<file path="config.mk">
export PLATFORM = sky130hd
export DESIGN_NAME = vend_ctrl
export DESIGN_NICKNAME = d
export VERILOG_FILES = /design/src/rtl/vend_ctrl.sv
export SDC_FILE = /design/constraint.sdc
export NUM_CORES = 1
export LEC_CHECK = 0
export BUFFER_PORTS_ARGS = -buffer_cell sky130_fd_sc_hd__buf_2
export CAP_MARGIN = 20
export CORE_MARGIN = 1.5
export CORE_UTILIZATION = 54
export DETAILED_ROUTE_END_ITERATION = 12
export GPL_TIMING_DRIVEN = 0
export PLACE_DENSITY_LB_ADDON = 0.12
export SETUP_SLACK_MARGIN = 0.15
export SYNTH_ARGS = -nofsm -noshare
export SYNTH_HDL_FRONTEND = slang
export SYNTH_SLANG_ARGS = --single-unit
export TNS_END_PERCENT = 30
</file>
<file path="constraint.sdc">
create_clock -name clk -period 2.4 [get_ports clk]
set_input_delay 0.6 -clock clk [delete_from_list [all_inputs] [get_ports clk]]
set_output_delay 0.6 -clock clk [all_outputs]
set_load 0.03 [all_outputs]
</file>
<file path="src/rtl/vend_ctrl.sv">
// Coin-credit vending controller: accumulates 0..8 units of credit, vends at PRICE,
// and pays any remaining credit back one unit per cycle. All outputs are registered.
module vend_ctrl #(
   parameter int unsigned PRICE = 6
) (
   input  logic       clk,
   input  logic       reset,
   input  logic       coin_a,
   input  logic       coin_b,
   input  logic       select,
   input  logic       cancel,
   output logic [3:0] credit_code,
   output logic       vend,
   output logic       change,
   output logic       reject,
   output logic       deny,
   output logic       busy
);

   localparam logic [3:0] W_PRICE  = 4'(PRICE);
   localparam logic [3:0] W_MAXCRD = 4'd8;

   typedef enum logic [1:0] {
      IDLE   = 2'd0,
      VEND   = 2'd1,
      RETURN = 2'd2
   } state_t;

   state_t     r_state;
   logic [3:0] r_credit;
   logic       r_vend;
   logic       r_change;
   logic       r_reject;
   logic       r_deny;
   logic       r_busy;

   logic [3:0] w_coin_val;
   logic       w_any_coin;
   logic       w_sel_ok;
   logic [3:0] w_sum;
   logic       w_coin_ok;
   logic [3:0] w_after_vend;

   // Coin pair value 0..3; the sum cannot wrap in 4 bits since credit <= 8.
   assign w_coin_val   = {2'b00, coin_b, coin_a};
   assign w_any_coin   = coin_a | coin_b;
   assign w_sel_ok     = select & ~cancel & (r_credit >= W_PRICE);
   assign w_sum        = r_credit + w_coin_val;
   assign w_coin_ok    = ~cancel & ~w_sel_ok & (w_sum <= W_MAXCRD);
   assign w_after_vend = r_credit - W_PRICE;

   always_ff @(posedge clk) begin
      if (reset) begin
         r_state  <= IDLE;
         r_credit <= 4'd0;
         r_vend   <= 1'b0;
         r_change <= 1'b0;
         r_reject <= 1'b0;
         r_deny   <= 1'b0;
         r_busy   <= 1'b0;
      end else begin
         r_vend   <= 1'b0;
         r_change <= 1'b0;
         r_reject <= 1'b0;
         r_deny   <= 1'b0;
         r_busy   <= 1'b0;
         case (r_state)
            IDLE: begin
               if (cancel) begin
                  if (r_credit != 4'd0)
                     r_state <= RETURN;
               end else if (select) begin
                  if (w_sel_ok)
                     r_state <= VEND;
                  else
                     r_deny <= 1'b1;
               end
               // Coins are all-or-nothing; a refused pair goes back mechanically.
               if (w_any_coin) begin
                  if (w_coin_ok)
                     r_credit <= w_sum;
                  else
                     r_reject <= 1'b1;
               end
            end
            VEND: begin
               r_vend   <= 1'b1;
               r_busy   <= 1'b1;
               r_reject <= w_any_coin;
               r_credit <= w_after_vend;
               r_state  <= (w_after_vend != 4'd0) ? RETURN : IDLE;
            end
            RETURN: begin
               r_reject <= w_any_coin;
               if (r_credit != 4'd0) begin
                  r_change <= 1'b1;
                  r_busy   <= 1'b1;
                  r_credit <= r_credit - 4'd1;
                  if (r_credit == 4'd1)
                     r_state <= IDLE;
               end else begin
                  r_state <= IDLE;
               end
            end
            default: r_state <= IDLE;
         endcase
      end
   end

   assign credit_code = r_credit;
   assign vend        = r_vend;
   assign change      = r_change;
   assign reject      = r_reject;
   assign deny        = r_deny;
   assign busy        = r_busy;

endmodule

</file>
* Word-level counts from Yosys, hierarchy flattened
Cells that the tools add are included.
** Word-level totals
- Register bits after elaboration :: 11
- Bits of input ports :: 6
- Output and inout bits :: 9
- Logic and storage cells :: 60
** Operators by class
- Add/subtract/negate cells :: 3
- Magnitude comparators :: 2
- Equality and inequality tests :: 10
- Muxes and demuxes :: 19
- Bitwise logic cells :: 10
- Reductions and logical operators :: 9
** Operators by type and width (number)
- 2-bit two-way mux :: 7
- 4-bit two-way mux :: 3
- 3-bit inequality test, second input constant :: 4
- 4-bit one-hot mux with 3 select lines :: 1
- 4-bit AND reduction :: 2
- 4-bit nonzero test :: 2
- 2-bit inequality test, second input constant :: 3
- 2-bit one-hot mux with 3 select lines :: 1
- 1-bit two-way mux :: 5
- 1-bit NOT :: 5
- 4-bit by 2-bit adder with 4-bit output :: 1
- 1-bit AND :: 4
- 4-bit by 1-bit equality test with 1-bit output, second input constant :: 1
- 4-bit by 3-bit greater-or-equal comparator with 1-bit output, second input constant :: 1
- 4-bit <= comparator, second input constant :: 1
- 1-bit one-hot mux with 2 select lines :: 2
- 2-bit OR reduction :: 2
- 4-bit OR reduction :: 1
- 4-bit by 1-bit subtractor with 4-bit output, second input constant :: 1
- 4-bit by 3-bit subtractor with 4-bit output, second input constant :: 1
- 3-bit nonzero test :: 1
- 2-bit by 1-bit equality test with 1-bit output, second input constant :: 1
- 2-bit equality test, second input constant :: 1
- 2-bit logical NOT :: 1
- 1-bit bitwise OR :: 1

* Depth between registers and ports, before layout
Gate-level depths: netlist (run 1).
- Depth in word-level cells :: 9
- Depth in mapped cells :: 8
- Mapped depth without buffers :: 7

* Worst setup path before layout (run 1)
Ideal clock, no wire load.
- Path type :: in2reg
- From :: in coin_a
- To :: reg r_credit[2] (netlist: credit_code[2])
- Setup time :: 122 ps
- Arrival :: 2130 ps
- Required time :: 2278 ps
- Slack :: 148 ps
- Stages :: 7
- Path buffers :: 0
- Cell sequence :: ha_1 > fa_1 > xor2_1 > nor3_1 > o221a_2 > o21ai_2 > o311a_1
** On the way
- Word-level cells in the longest chain between the ends :: 5
- Elaborated cells on any way between the ends :: 10
- Classes of those cells :: add/sub (1); order compare (1); eq/ne (2); mux (3); bitwise (2); reduce/logical (1)
** Ends and longest elaborated chain
- start, declared :: RTL line 8 : input logic coin_a,
- 4-bit by 2-bit adder with 4-bit output :: RTL line 48 : assign w_sum = r_credit + w_coin_val;
- 4-bit <= comparator :: RTL line 49 : assign w_coin_ok = ~cancel & ~w_sel_ok & (w_sum <= W_MAXCRD);
- 1-bit AND :: RTL line 49
- 2-bit inequality test (no line)
- 4-bit AND reduction (no line)
- end signal, assigned :: RTL line 81 : r_credit <= w_sum;
- end signal, assigned :: RTL line 90 : r_credit <= w_after_vend;
- end signal, assigned :: RTL line 98 : r_credit <= r_credit - 4'd1;
- end, declared :: RTL line 30 : logic [3:0] r_credit;
Parallel ways exist; a longest one is shown, timed or not. The select of a mux whose other input is x is not followed.
A chain may end at the register's enable or synchronous reset.

* Final worst setup path (run 1)
Ends and elaborated chain as after synthesis.

==> results of run 1 <==
registers in the layout, summed over array words and instances (netlist names):
register and count:
reject 1, deny 1, busy 1, credit_code 4, vend 1, change 1, r_state 2
through the flow:
step / utilization / setup TNS [ns] / instances
3_5_place_dp: 0.635 / -0.150 / 130
6_report: 0.658 / 0 / 134
2_1_floorplan: - / 0 / 101
5_1_grt: 0.658 / 0 / 134
4_1_cts: 0.656 / 0 / 134
3_3_place_gp: 0.635 / -0.135 / 130
report_power, final:
group / switching, mW / total [mW] / leakage (nW) / internal (mW)
Combinational: 0.459 / 0.749 / 0.356 / 0.290
Clock: 0.0636 / 0.128 / 0.0150 / 0.0643
Sequential: 0.0453 / 0.276 / 0.0901 / 0.231
Total: 0.568 / 1.15 / 0.461 / 0.585
cell families (layout without fill, tap and decap cells):
logic type      Yosys count  in the layout  share of synthesized area
xor+xnor                  2              2                     0.0199
fa+ha+maj                13             13                      0.193
compound gates           32             32                      0.273
flops                    11             11                      0.250
buf+inv                  14             31                     0.0725
simple gates             27             27                      0.169
mux                       2              2                     0.0227
layout make-up:
| class | count | area [um^2] | area share |
|---|---|---|---|
| Multi-Input combinational cell | 76 | 607 | 0.605 |
| Timing Repair Buffer | 13 | 65.1 | 0.0649 |
| Tap cell | 16 | 20.0 | 0.0200 |
| Buffer | 4 | 26.3 | 0.0262 |
| Inverter | 10 | 37.5 | 0.0375 |
| Clock buffer | 4 | 26.3 | 0.0262 |
| Sequential cell | 11 | 220 | 0.220 |
repair_timing:
action                                 CTS  global route
setup endpoints to repair                1             1
gates resized for setup                  1             1
buffers inserted                         0             0
endpoints found under the hold margin    0             0
gates cloned                             0             0
pin swaps                                0             1
Yosys cell counts:
library cell and number:
o221a_2 1, a21oi_4 1, inv_1 10, nand3b_1 1, nand3_1 2, and3_1 1, clkbuf_1 2, o21a_1 1
nand4b_1 1, o221ai_1 2, and2_1 1, o21ai_0 6, buf_4 1, nand2_1 7, o21ai_2 1, mux2i_1 2
nor3b_2 1, nor2b_1 3, nor2_1 4, o311a_1 1, nor4_1 1, ha_1 12, xor2_1 2, o211ai_1 3
and3b_1 1, fa_1 1, a32oi_2 1, o31ai_1 2, a211oi_1 1, nor3_1 3, o21ai_1 2, nor3b_1 1
buf_6 1, a21oi_1 4, a21o_1 1, a31oi_1 1, o2111ai_1 1, a21boi_0 1, dfxtp_1 11, a221oi_1 2
path summary, 6_finish.rpt:
check	depth (start not counted)	end	slack (ns)
max	8	credit_code[2]	0.26
min	2	r_state[0]	0.51
max reg2reg	6	credit_code[2]	0.27
min reg2reg	2	r_state[0]	0.51
critical path, stage by stage:
cell and delay [ns]:
buf_2 0.13, ha_2 0.20, fa_2 0.36, xor2_1 0.16
nor3_2 0.19, o221a_2 0.23, o21ai_2 0.08, o311a_1 0.36
per-layer routing:
metal	track usage	up-vias	share of wire
li1	-	401	-
met1	0.280	390	0.45
met2	0.403	40	0.47
met3	0.0500	2	0.067
met4	0.0606	0	0.0071
met5	0	-	0
==> reports/metrics.yaml, run 1 <==
run_status:
  status: "complete, no violations"
placed_design:
  routabilityCongestion: 0.890
  portBuffers: 13
  dp_slack_ns: -0.150
  place_hpwl_um: 1560
  postPlaceCellArea_um2: 968
global_routing:
  grt_pass1_vias: 767
  grt_max_degree: 11
  grt.overflow.total: 0
  grt_pass1_wl_um: 3240
  antenna_found_initial: 0
  track_usage: 0.228
worst_setup_path:
  path_max_fanout: 4
  cp-start-kind: "input port"
  worstSetupStartpoint: "coin_a"
  crit_path_end_kind: "flop"
  cp.arrival_ns: 2.31
  critPathRequiredTime_ns: 2.56
  regToRegStartpoint: "credit_code[0]"
  path_class: "in2reg"
cts:
  cts-htree-levels: 1
  cts.path.max_buffers: 2
  clkLatencyLatePin_ns: 0.27
  cts_hold_buf: 0
  clk_pin_slew_worst_paths_ns: 0.08
  cts_sinks: 11
  cts_tree: "built"
  clockRootBuffer: "clkbuf_4"
  cts_inserted_buffers: 3
detailed_routing:
  drc: 0
  drtAntennaViolNets: 0
  drt_iter0_markers: 18
  viasPerCell: 6.22
  drt_pass1_iterations: 4
  vias: 833
  wl_per_cell_um: 14.8
  wirelength_um: 1980
floorplan:
  core-area_um2: 1520
  initial_core_util: 0.578
  die_w_um: 43.4
  io_pins: 15
  rows: 14
  dieHeight_um: 43.4
  die_area_um2: 1880
logic_synthesis:
  synth.area.top_cells: "dfxtp_1 25%, ha_1 17%, inv_1 4.3%"
  synth_nets: 120
  ys_seq_area_frac: 0.250
  ys_ff_latch: 11
  syn_inst: 101
  yosys_warnings: 0
  synthesis.area_um2: 881
  syn-mean-instance-area_um2: 8.72
  yosys.area.top_type: "dfxtp_1"
  synth_top_area_share: 0.250
  synth_cell_types: 40
hold_path:
  hold_class: "reg2reg"
  hold_start: "r_state[0]"
timing:
  finalClockSkew_ns: 0.0120
  setup_slack_ns: 0.256
  tightestPinTransition_ns: 0.390
  fin_crit_sh: 0.893
  maxSlewViolCount: 0
  min_period_ns: 2.14
  max-slew-margin-rel: 0.740
  finalHoldViolCount: 0
  setup_viol: 0
  timing.hold.ws_ns: 0.515
  rsz0062_at_grt: "no"
  fmax_mhz: 466
layout:
  syn_to_final_growth_pct: 13.8
  final_area_um2: 1000
  diodes: 0
  final_cell_mix: "13 x buf_2, 11 x ha_1, 11 x dfxtp_1"
  n_fill_cell: 145
  drive_gt1_frac: 0.220
  fin_nets: 138
  layout_commonest_cell: "buf_2"
pwr:
  p_per_area_nw_per_um2: 1150
  power_mw: 1.15
  ir_worst_vdd_mv: 0.565
  leakage_nw: 0.461
flow_run:
  drv_cap: 0
(Power assumes the default switching activity.)
==> run 2: changes to the inputs <==
--- a/config.mk
+++ b/config.mk
@@ -8,7 +8,7 @@
 export BUFFER_PORTS_ARGS = -buffer_cell sky130_fd_sc_hd__buf_2
 export CAP_MARGIN = 20
 export CORE_MARGIN = 1.5
-export CORE_UTILIZATION = 54
+export CORE_UTILIZATION = 49
 export DETAILED_ROUTE_END_ITERATION = 12
 export GPL_TIMING_DRIVEN = 0
 export PLACE_DENSITY_LB_ADDON = 0.12
==> constraint.sdc (replaced) <==
create_clock -name clk -period 1.8 [get_ports clk]
set_input_delay 0.45 -clock clk [delete_from_list [all_inputs] [get_ports clk]]
set_output_delay 0.45 -clock clk [all_outputs]
set_load 0.03 [all_outputs]
==> run 2 against run 1 <==
Against the previous run: the run now ends with setup timing left; clock skew decreased by 0.0049 ns; worst setup slack got worse by 0.34 ns; sequential share of layout area decreased by 1.0 points; die area increased by 9.5%; non-clock buffer count increased by 3; final cell count increased by 9.0%; routed wire length increased by 3.2%; cell area increased by 8.5%; via count increased by 2.2%; utilization decreased by 2.1 points; first-iteration DRC count increased by 61%; register-to-register slack got worse by 0.36 ns; critical endpoint unchanged; largest cell class unchanged.
==> reports/metrics.yaml, run 2 (synthesis gave the netlist of run 1 again) <==
run_status:
  status: "finished with violations"  # was complete, no violations
  violations: "setup timing"
layout:
  fin_nets: 141  # was 138
  drive_gt1_frac: 0.281  # was 0.220
  final_cells: 146  # was 134
  syn_to_final_growth_pct: 23.4  # was 13.8%
  final_cell_mix: "13 x buf_2, 10 x inv_1, 10 x ha_1"  # was 13 x buf_2, 11 x ha_1, 11 x dfxtp_1
  diodes: 0  # unchanged
  final_area_um2: 1090  # was 1000 um^2
  n_fill_cell: 149  # was 145
  utilization: 0.637  # was 0.658
  layout_commonest_cell: "buf_2"  # unchanged
  largest_reg_flops: 4  # unchanged
cts:
  clockRootBuffer: "clkbuf_4"  # unchanged
  cts_inserted_buffers: 3  # unchanged
  clk_pin_slew_worst_paths_ns: 0.07  # was 0.08 ns
  cts.path.max_buffers: 2  # unchanged
  cts-htree-levels: 1  # unchanged
  cts_hold_buf: 0  # unchanged
  cts_tree: "built"  # unchanged
  clkLatencyLatePin_ns: 0.27  # about the same
  cts_sinks: 11  # unchanged
timing:
  fin_crit_sh: 1.05
  rsz0062_at_grt: "yes"  # was no
  fmax_mhz: 530
  setup_viol: 4  # was 0
  finalClockSkew_ns: 0.00707  # was 0.0120 ns
  min_period_ns: 1.89
  finalHoldViolCount: 0  # unchanged
  tightestPinTransition_ns: 0.410  # was 0.390 ns
  max-slew-margin-rel: 0.726  # was 0.740
  timing.hold.ws_ns: 0.435  # was 0.515 ns
  setup_slack_ns: -0.0870  # was 0.256 ns
  maxSlewViolCount: 0  # unchanged
  tns_ns: -0.182  # was 0 ns
placed_design:
  dp_slack_ns: -0.510  # was -0.150 ns
  routabilityCongestion: 0.874  # was 0.890
  place_hpwl_um: 1540  # was 1560 um
  portBuffers: 13  # unchanged
  placed_cells: 139  # was 130
  postPlaceCellArea_um2: 995  # was 968 um^2
worst_setup_path:
  slowest_stage: "dfxtp_4"  # was fa_2
  cp.arrival_ns: 2.04  # was 2.31 ns
  path_max_fanout: 3  # was 4
  slowest_delay_ns: 0.36  # about the same
  crit_path_end_kind: "flop"  # unchanged
  crit_family: "compound AO/OA/AOI/OAI gates"  # unchanged
  reg2reg_depth: 8  # was 6
  critPathRequiredTime_ns: 1.96  # was 2.56 ns
  path_buf_inv: 2  # was 1
  cp-start-kind: "flop"  # was input port
  cp.depth: 8  # unchanged
  path_class: "reg2reg"  # was in2reg
  worstPathCellList: "buf_4 > inv_1 > ha_1 > o211ai_1 > and2_4 > o221a_4 > o21ai_2 > o311a_1"  # was buf_2 > ha_2 > fa_2 > xor2_1 > nor3_2 > o221a_2 > o21ai_2 > o311a_1
global_routing:
  track_usage: 0.211  # was 0.228
  grt_pass1_vias: 732  # was 767
  grt.overflow.total: 0  # unchanged
  grt_max_degree: 11  # unchanged
  antenna_found_initial: 0  # unchanged
  grt_pass1_wl_um: 3150  # was 3240 um
pwr:
  ir_worst_vdd_mv: 0.885  # was 0.565 mV
  combPwrFrac: 0.680  # was 0.650
  p_per_area_nw_per_um2: 1550  # was 1150 nW/um^2
  leakage_nw: 0.487  # was 0.461 nW
  swShare: 0.480  # was 0.492
  power_mw: 1.69  # was 1.15 mW
  p_clk_frac: 0.097  # was 0.111
  switchingPower_mw: 0.812  # was 0.568 mW
  internal_power_mw: 0.879  # was 0.585 mW
  power_frac_seq: 0.222  # was 0.239
detailed_routing:
  drc: 0  # unchanged
  viasPerCell: 5.83  # was 6.22
  drt_pass1_iterations: 4  # unchanged
  wl_per_cell_um: 14.0  # was 14.8 um
  drt_iter0_markers: 29  # was 18
  vias: 851  # was 833
  wirelength_um: 2040  # was 1980 um
  drtAntennaViolNets: 0  # unchanged
hold_path:
  hold_path_depth: 3  # was 2
  hold_class: "in2reg"  # was reg2reg
floorplan:
  core-area_um2: 1710  # was 1520 um^2
  io_pins: 15  # unchanged
  dieHeight_um: 45.4  # was 43.4 um
  die_w_um: 45.4  # was 43.4 um
  initial_core_util: 0.516  # was 0.578
  rows: 15  # was 14
  die_area_um2: 2060  # was 1880 um^2
flow_run:
  drv_cap: 0  # unchanged
==> run 2: power groups by stage <==
| stage | Clock [mW] | Sequential (mW) | Combinational [mW] |
|---|---|---|---|
| floorplan | 0 | 0.470 | 0.663 |
| global placement | 0 | 0.382 | 0.963 |
| detailed placement | 0 | 0.386 | 0.976 |
| CTS | 0.172 | 0.375 | 1.07 |
| global route | 0.183 | 0.383 | 1.25 |
| finish | 0.165 | 0.375 | 1.15 |
==> run 2: cell type report <==
| class | instances | area, um^2 | area share |
|---|---|---|---|
| buffer | 4 | 26.3 | 0.0242 |
| clock buffer | 4 | 26.3 | 0.0242 |
| inverter | 10 | 37.5 | 0.0345 |
| multi-input combinational | 76 | 651 | 0.598 |
| sequential | 11 | 228 | 0.209 |
| tap | 25 | 31.3 | 0.0288 |
| timing repair buffer | 16 | 87.6 | 0.0806 |
==> run 2: repair_timing <==
item | CTS | global route
hold endpoints to repair | 0 | 0
setup buffers | 2 | 1
pin swaps | 5 | 3
setup endpoints to repair | 7 | 7
gates resized for setup | 6 | 4
==> run 2: layer usage <==
| metal | vias to the layer above | wire, um | track usage |
|---|---|---|---|
| met4 | 0 | 21 | 0.0529 |
| met5 | - | 0 | 0 |
| li1 | 407 | - | - |
| met1 | 401 | 942 | 0.292 |
| met3 | 2 | 139 | 0.0595 |
| met2 | 41 | 941 | 0.321 |
==> run 2: worst min-delay path: cells and delay by family <==
| family | cells | cell delay [ns] |
|---|---|---|
| buf+inv | 1 | 0.11 |
| simple gates | 2 | 0.10 |
==> run 2: worst paths after layout <==
check            startpoint              to  slack [ns]
max          credit_code[0]  credit_code[2]       -0.09
min                  select            deny        0.44
max reg2reg  credit_code[0]  credit_code[2]       -0.09
min reg2reg      r_state[0]      r_state[0]        0.51
